### config.mk
export PLATFORM = sky130hd
export DESIGN_NAME = spk_pkt_builder
export DESIGN_NICKNAME = d
export VERILOG_FILES = /design/src/rtl/spk_pkg.sv /design/src/rtl/spk_evt_fifo.sv /design/src/rtl/spk_pkt_builder.sv
export SDC_FILE = /design/constraint.sdc
export NUM_CORES = 2
export LEC_CHECK = 0
export BUFFER_PORTS_ARGS = -buffer_cell sky130_fd_sc_hd__buf_2
export CAP_MARGIN = 20
export CORE_MARGIN = 5
export CORE_UTILIZATION = 25
export DETAILED_ROUTE_END_ITERATION = 16
export GPL_ROUTABILITY_DRIVEN = 1
export RECOVER_POWER = 50
export SKIP_CTS_REPAIR_TIMING = 1
export SLEW_MARGIN = 10
export SYNTH_ARGS = -nofsm -noshare
export SYNTH_HDL_FRONTEND = slang
export SYNTH_SLANG_ARGS = --single-unit
### constraint.sdc
create_clock -name clk -period 15.7 [get_ports clk]
set_clock_uncertainty 0.2 [all_clocks]
set_input_delay 1.57 -clock clk [delete_from_list [all_inputs] [get_ports clk]]
set_output_delay 1.57 -clock clk [all_outputs]
set_load 0.01 [all_outputs]
### src/rtl/spk_pkg.sv
// Shared types for the spike packet builder: packet header, word indices,
// serializer states and the 128-bit event entry carried through the FIFO.
package spk_pkg;

    localparam logic [7:0] PKT_HDR = 8'hA5;

    localparam logic [1:0] WIDX_HDR      = 2'd0;
    localparam logic [1:0] WIDX_FRAME    = 2'd1;
    localparam logic [1:0] WIDX_VALUE    = 2'd2;
    localparam logic [1:0] WIDX_UNIGROUP = 2'd3;

    typedef enum logic [2:0] {
        IDLE,
        W0,
        W1,
        W2,
        W3
    } spk_state_e;

    typedef struct packed {
        logic [31:0] hdr;
        logic [31:0] frame;
        logic [31:0] value;
        logic [31:0] unigroup;
    } spk_entry_t;

    function automatic logic [31:0] spk_hdr_word(input logic [7:0] stream_no,
                                                 input logic [7:0] ch);
        return {PKT_HDR, stream_no, 8'h00, ch};
    endfunction

    function automatic logic [31:0] spk_word(input spk_entry_t e,
                                             input logic [1:0] idx);
        logic [31:0] w;
        w = e.hdr;
        case (idx)
            WIDX_HDR:      w = e.hdr;
            WIDX_FRAME:    w = e.frame;
            WIDX_VALUE:    w = e.value;
            WIDX_UNIGROUP: w = e.unigroup;
            default:       w = e.hdr;
        endcase
        return w;
    endfunction

endpackage

### src/rtl/spk_evt_fifo.sv
// Synchronous show-ahead event FIFO; a pop in the same cycle as a push
// frees the slot first, so a write into a full FIFO still lands.
module spk_evt_fifo
    import spk_pkg::*;
#(
    parameter int DEPTH = 16
) (
    input  logic       clk_i,
    input  logic       rst_i,
    input  logic       wr_en_i,
    input  spk_entry_t wr_data_i,
    input  logic       rd_en_i,
    output spk_entry_t rd_data_o,
    output logic       full_o,
    output logic       empty_o,
    output logic       wr_ok_o
);

    localparam int AW = $clog2(DEPTH);

    spk_entry_t    mem_q [DEPTH];
    logic [AW:0]   wr_ptr_q, wr_ptr_d;
    logic [AW:0]   rd_ptr_q, rd_ptr_d;
    logic          rd_fire;
    logic          wr_fire;

    assign empty_o   = (wr_ptr_q == rd_ptr_q);
    assign full_o    = (wr_ptr_q[AW] != rd_ptr_q[AW]) &&
                       (wr_ptr_q[AW-1:0] == rd_ptr_q[AW-1:0]);
    assign rd_fire   = rd_en_i && !empty_o;
    assign wr_fire   = wr_en_i && (!full_o || rd_fire);
    assign wr_ok_o   = wr_fire;
    assign rd_data_o = mem_q[rd_ptr_q[AW-1:0]];

    always_comb begin
        wr_ptr_d = wr_ptr_q;
        rd_ptr_d = rd_ptr_q;
        if (wr_fire) wr_ptr_d = wr_ptr_q + (AW+1)'(1);
        if (rd_fire) rd_ptr_d = rd_ptr_q + (AW+1)'(1);
    end

    always_ff @(posedge clk_i) begin
        if (rst_i) begin
            wr_ptr_q <= '0;
            rd_ptr_q <= '0;
        end else begin
            wr_ptr_q <= wr_ptr_d;
            rd_ptr_q <= rd_ptr_d;
        end
    end

    always_ff @(posedge clk_i) begin
        if (wr_fire) mem_q[wr_ptr_q[AW-1:0]] <= wr_data_i;
    end

endmodule

### src/rtl/spk_pkt_builder.sv
// Timestamps flagged peaks with the frame counter, queues them and emits
// 4-word packets on a valid/ready stream. SPK_REFRACTORY_EN adds per-channel
// refractory suppression.
module spk_pkt_builder
    import spk_pkg::*;
#(
    parameter int NUM_CH     = 32,
    parameter int FIFO_DEPTH = 16
`ifdef SPK_REFRACTORY_EN
    ,
    parameter int REFRAC_FRAMES = 10
`endif
) (
    input  logic        clk,
    input  logic        rst,
    input  logic        valid_in,
    input  logic        eof_in,
    input  logic [7:0]  ch_in,
    input  logic [31:0] ch_unigroup_in,
    input  logic [31:0] v_in,
    input  logic        is_peak_in,
    output logic [31:0] pkt_data,
    output logic        pkt_valid,
    input  logic        pkt_ready,
    output logic        pkt_last,
    output logic [31:0] frame_no,
    output logic [15:0] drop_cnt
);

    if (NUM_CH < 2 || NUM_CH > 256) begin : g_bad_num_ch
        $error("spk_pkt_builder: NUM_CH must be in 2..256");
    end
    if (FIFO_DEPTH < 4 || (FIFO_DEPTH & (FIFO_DEPTH - 1)) != 0) begin : g_bad_depth
        $error("spk_pkt_builder: FIFO_DEPTH must be a power of two >= 4");
    end

    logic [31:0] frame_q, frame_d;
    logic [15:0] drop_q, drop_d;

    logic        s1_valid_q;
    logic [7:0]  s1_ch_q;
    logic [31:0] s1_ug_q;
    logic [31:0] s1_v_q;
    logic [31:0] s1_frame_q;

    logic        s2_valid_q, s2_valid_d;
    spk_entry_t  s2_entry_q, s2_entry_d;
    logic        suppress;

    spk_entry_t  fifo_rd;
    logic        fifo_full;
    logic        fifo_empty;
    logic        fifo_wr_ok;
    logic        pop;
    logic        hs;

    spk_state_e  state_q;
    spk_entry_t  entry_q;
    logic [31:0] pkt_data_q;
    logic        pkt_valid_q;
    logic        pkt_last_q;

    // Frame counter: an event in the eof cycle is stamped with the old value.
    always_comb begin
        frame_d = frame_q;
        if (valid_in && eof_in) frame_d = frame_q + 32'd1;
    end

    always_ff @(posedge clk) begin
        if (rst) begin
            frame_q    <= '0;
            s1_valid_q <= 1'b0;
        end else begin
            frame_q    <= frame_d;
            s1_valid_q <= valid_in && is_peak_in;
        end
        if (valid_in && is_peak_in) begin
            s1_ch_q    <= ch_in;
            s1_ug_q    <= ch_unigroup_in;
            s1_v_q     <= v_in;
            s1_frame_q <= frame_q;
        end
    end

`ifdef SPK_REFRACTORY_EN
    localparam int CH_W = $clog2(NUM_CH);

    logic [NUM_CH-1:0] armed_q;
    logic [31:0]       last_q [NUM_CH];
    logic [CH_W-1:0]   s1_idx;

    assign s1_idx   = s1_ch_q[CH_W-1:0];
    // Modulo-2^32 distance keeps the window correct across counter wrap.
    assign suppress = armed_q[s1_idx] &&
                      ((s1_frame_q - last_q[s1_idx]) < 32'(REFRAC_FRAMES));

    always_ff @(posedge clk) begin
        if (rst) begin
            armed_q <= '0;
        end else if (s1_valid_q && !suppress) begin
            armed_q[s1_idx] <= 1'b1;
        end
    end

    always_ff @(posedge clk) begin
        if (!rst && s1_valid_q && !suppress) last_q[s1_idx] <= s1_frame_q;
    end
`else
    assign suppress = 1'b0;
`endif

    always_comb begin
        s2_valid_d = s1_valid_q && !suppress;
        s2_entry_d = '{hdr:      spk_hdr_word(s1_ug_q[7:0], s1_ch_q),
                       frame:    s1_frame_q,
                       value:    s1_v_q,
                       unigroup: s1_ug_q};
    end

    always_ff @(posedge clk) begin
        if (rst) s2_valid_q <= 1'b0;
        else     s2_valid_q <= s2_valid_d;
        s2_entry_q <= s2_entry_d;
    end

    always_comb begin
        drop_d = drop_q;
        if (s2_valid_q && !fifo_wr_ok && drop_q != '1) drop_d = drop_q + 16'd1;
    end

    always_ff @(posedge clk) begin
        if (rst) drop_q <= '0;
        else     drop_q <= drop_d;
    end

    spk_evt_fifo #(
        .DEPTH (FIFO_DEPTH)
    ) u_fifo (
        .clk_i     (clk),
        .rst_i     (rst),
        .wr_en_i   (s2_valid_q),
        .wr_data_i (s2_entry_q),
        .rd_en_i   (pop),
        .rd_data_o (fifo_rd),
        .full_o    (fifo_full),
        .empty_o   (fifo_empty),
        .wr_ok_o   (fifo_wr_ok)
    );

    assign hs  = pkt_valid_q && pkt_ready;
    assign pop = !fifo_empty && ((state_q == IDLE) || (state_q == W3 && hs));

    always_ff @(posedge clk) begin
        if (rst) begin
            state_q     <= IDLE;
            entry_q     <= '0;
            pkt_data_q  <= '0;
            pkt_valid_q <= 1'b0;
            pkt_last_q  <= 1'b0;
        end else begin
            case (state_q)
                IDLE: begin
                    if (pop) begin
                        entry_q     <= fifo_rd;
                        pkt_data_q  <= spk_word(fifo_rd, WIDX_HDR);
                        pkt_valid_q <= 1'b1;
                        state_q     <= W0;
                    end
                end
                W0: begin
                    if (hs) begin
                        pkt_data_q <= spk_word(entry_q, WIDX_FRAME);
                        state_q    <= W1;
                    end
                end
                W1: begin
                    if (hs) begin
                        pkt_data_q <= spk_word(entry_q, WIDX_VALUE);
                        state_q    <= W2;
                    end
                end
                W2: begin
                    if (hs) begin
                        pkt_data_q <= spk_word(entry_q, WIDX_UNIGROUP);
                        pkt_last_q <= 1'b1;
                        state_q    <= W3;
                    end
                end
                W3: begin
                    if (hs) begin
                        pkt_last_q <= 1'b0;
                        if (pop) begin
                            entry_q    <= fifo_rd;
                            pkt_data_q <= spk_word(fifo_rd, WIDX_HDR);
                            state_q    <= W0;
                        end else begin
                            pkt_data_q  <= '0;
                            pkt_valid_q <= 1'b0;
                            state_q     <= IDLE;
                        end
                    end
                end
                default: begin
                    pkt_valid_q <= 1'b0;
                    pkt_last_q  <= 1'b0;
                    state_q     <= IDLE;
                end
            endcase
        end
    end

    assign pkt_data  = pkt_data_q;
    assign pkt_valid = pkt_valid_q;
    assign pkt_last  = pkt_last_q;
    assign frame_no  = frame_q;
    assign drop_cnt  = drop_q;

endmodule

==> results.sh <==
export IMPL_outcome="finished, violations left"
export IMPL_violations="max-capacitance violations, max-slew violations"
export IMPL_power_mw=12.5
export IMPL_cts_htree_levels=4
export IMPL_overflow=0
export IMPL_clkSinkCount=2069
export IMPL_clock_latency_ps=860
export IMPL_rsz0062_at_grt="false"
export IMPL_synth_cell_type_count=55
export IMPL_max_freq_mhz=138
export IMPL_place_inst=7633
export IMPL_fin_nets=3951
export IMPL_finalCritPeriodShare_pct=46.1
export IMPL_async_reset_ff_share_pct=0
export IMPL_chipWidth_um=561
export IMPL_p_switching_mw=2.97
export IMPL_setup_tns_ps=0
export IMPL_fin_cells=8031
export IMPL_ys_seq_area_share_pct=78.0
export IMPL_wirelength_um=196000
export IMPL_tightestPinTransition_ps=5260
export IMPL_placed_cell_area_sq_um=81400
export IMPL_dieArea_sq_um=314000
export IMPL_netlist_instances=3651
export IMPL_p_leak_nw=26.9
export IMPL_min_path_type="reg -> reg"
export IMPL_ioPinCount=160
export IMPL_grtUsageTotal_pct=12.1
export IMPL_grt_max_degree=128
export IMPL_fin_area_sq_um=88500
export IMPL_syn2layout_area_growth_pct=16.7
export IMPL_setup_worst_path_end_class="flip-flop"
export IMPL_fp_row_count=202
export IMPL_critPathArrivalTime_ps=7770
export IMPL_crit_path_cell_trace="clkbuf_1 -> clkbuf_1 -> nor2b_1 -> mux2_2"
export IMPL_coreArea_sq_um=303000
export IMPL_yosysWarnings=0
export IMPL_path_class="in -> reg"
export IMPL_port_buffers=159
export IMPL_syn_area_sq_um=75800
export IMPL_required_ps=16240
export IMPL_final_util_pct=29.3
export IMPL_start_kind="input port"
export IMPL_hold_ws_ps=114
export IMPL_crit_slowest_cell="clkbuf_1"
export IMPL_avgSynthCellArea_sq_um=20.8
export IMPL_drive_above_1_share_pct=25.2
export IMPL_syn_nets=3736
export IMPL_combPwrFrac_pct=8.7
export IMPL_peakVddDrop_uv=104
export IMPL_synth_edf_count=1768
export IMPL_drtIter0Drc=3545
export IMPL_wl_per_cell_um=24.4
export IMPL_drt_first_pass_iters=7
export IMPL_ys_seq_elements=2069
export IMPL_drv_slew=254
export IMPL_synth_flop_cell="edfxtp_1"
export IMPL_dpl_hpwl_um=111000
export IMPL_cts_buffers=207
export IMPL_cp_num_buf_inv=2
export IMPL_p_clk_share_pct=40.6
export IMPL_grt_pass1_wl_um=283000
export IMPL_cts_root_buf="clkbuf_16"
export IMPL_hold_viol=0
export IMPL_antenna_found_initial=11
export IMPL_ant_nets=0
export IMPL_internal_power_mw=9.50
export IMPL_pre_cts_ws_ps=9630
export IMPL_switching_share_pct=23.8
export IMPL_setup_viol=0
export IMPL_p_seq_share_pct=50.8
export IMPL_start_util_pct=25.1
export IMPL_slew_headroom_pct=-251
export IMPL_dr_total_vias=37200
export IMPL_grt_pass1_vias=38300
export IMPL_clock_path_buffers=3
export IMPL_cap_violations=5
export IMPL_gp_congestion=0.768
export IMPL_drc=0
export IMPL_max_stage_delay_ps=3530
export IMPL_clkTransAtPathRegs_ps=60
export IMPL_cts_tree="done"
export IMPL_cp_common_cell="clkbuf_1"
export IMPL_critPathMaxFanout=87
export IMPL_avgViaCountPerCell=4.64
export IMPL_die_h_um=561
export IMPL_period_minus_slack_ps=7230
export IMPL_powerDensity_nw_per_um2=141
export IMPL_crit_family="buffers and inverters"
export IMPL_setup_slack_ps=8470
-- cells in the mapped netlist, types with 7 or more instances --
master    instances  area (sq um)
mux2_2           33           372
nand3_1          30           150
clkbuf_1        142           533
dfxtp_1         301          6030
nand4_1          10          62.6
and3_1           17           106
a21oi_1          51           255
nor2_1           55           206
nor2b_1          11          68.8
xor2_1           12           105
o31ai_1          11          82.6
mux4_2          417          9390
a311oi_1         19           166
nor4_1           11          68.8
buf_2            62           310
inv_1            15          56.3
or4_1            12          90.1
and4_1            9          78.8
xnor2_1          25           219
a22o_1           88           771
buf_4             7          52.6
and2_1            8          50.1
buf_1            12          45.0
or2_2            19           119
a22oi_1          62           465
nand3b_1         87           653
nor3_1           31           155
nand2_1          57           214
edfxtp_1       1768         53100
o21ai_0         129           646
a221oi_1         88           771
ha_1              7          87.6
or3_1            11          68.8
-- flip-flops by register name, summed over array words and instances, names as in the netlist, 3 cells and up, named ones only --
name             count
s1_ch_q              8
u_fifo.mem_q      1664
drop_cnt            16
u_fifo.rd_ptr_q      5
s1_ug_q             32
state_q              3
entry_q             96
frame_no            32
u_fifo.wr_ptr_q      5
s1_v_q              32
pkt_data            32
s2_entry_q         104
s1_frame_q          32
-- cells in the final DEF (no fill, tap or decap), drive strengths merged, types with 12 or more instances in the layout --
master,synthesis,routed
edfxtp,1768,1768
mux4,417,417
clkbuf,142,318
dfxtp,301,301
buf,81,200
o21ai,132,132
a22o,88,88
a221oi,88,88
nand3b,87,87
clkinv,0,70
a22oi,62,62
nand2,57,57
nor2,56,56
a21oi,51,51
mux2,33,33
nand3,33,33
nor3,31,31
xnor2,25,25
bufinv,0,20
or2,20,20
a311oi,19,19
inv,15,19
and3,17,17
xor2,13,13
or4,12,12
-- area by class of cell --
class                   instances  area, sq um
multi-input cells            1344        15900
diodes                          7         17.5
well taps                    3978         4980
clock inverters               100         1350
clock buffers                 289         5740
inverters                      15         56.3
flip-flops and latches       2069        59100
fillers                     29100       214000
repair buffers                229         1370
-- power by group through the flow --
stage               clock (mW)  combinational, mW  sequential [mW]
global route              5.42               1.16             6.34
floorplan                    0              0.783             6.30
global placement             0               1.09             6.44
detailed placement           0               1.10             6.45
finish                    5.06               1.08             6.33
CTS                       5.18               1.10             6.33
-- logic make-up (layout without fill, tap and decap cells) --
family | after synthesis | count (layout) | synth area share (%)
compound gates | 468 | 468 | 4.38
fa+ha+maj | 7 | 7 | 0.115
other cells | 0 | 7 | 0
xor+xnor | 38 | 38 | 0.449
mux | 452 | 452 | 12.9
flops | 2069 | 2069 | 78.0
buf+inv | 238 | 633 | 1.31
simple gates | 379 | 379 | 2.89
-- layer usage --
metal / share of wire [%] / global-route usage, % / wire length (um)
met1: 41 / 15.7 / 80200
met2: 51 / 20.8 / 99400
met3: 5.5 / 1.92 / 10700
met4: 3.0 / 3.99 / 5970
met5: 0 / 0 / 0
-- path summary, 6_finish.rpt --
| kind | startpoint | endpoint | slack [ps] | cells past startpoint |
|---|---|---|---|---|
| worst max-delay path | rst | drop_cnt[12] | 8470 | 4 |
| worst min-delay path | s1_v_q[24] | s2_entry_q[56] | 110 | 0 |
| worst max register to register | flip-flop | pkt_data[1] | 10720 | 8 |
| worst min register to register | s1_v_q[24] | s2_entry_q[56] | 110 | 0 |
No activity file was read; power rests on OpenSTA's default activity.
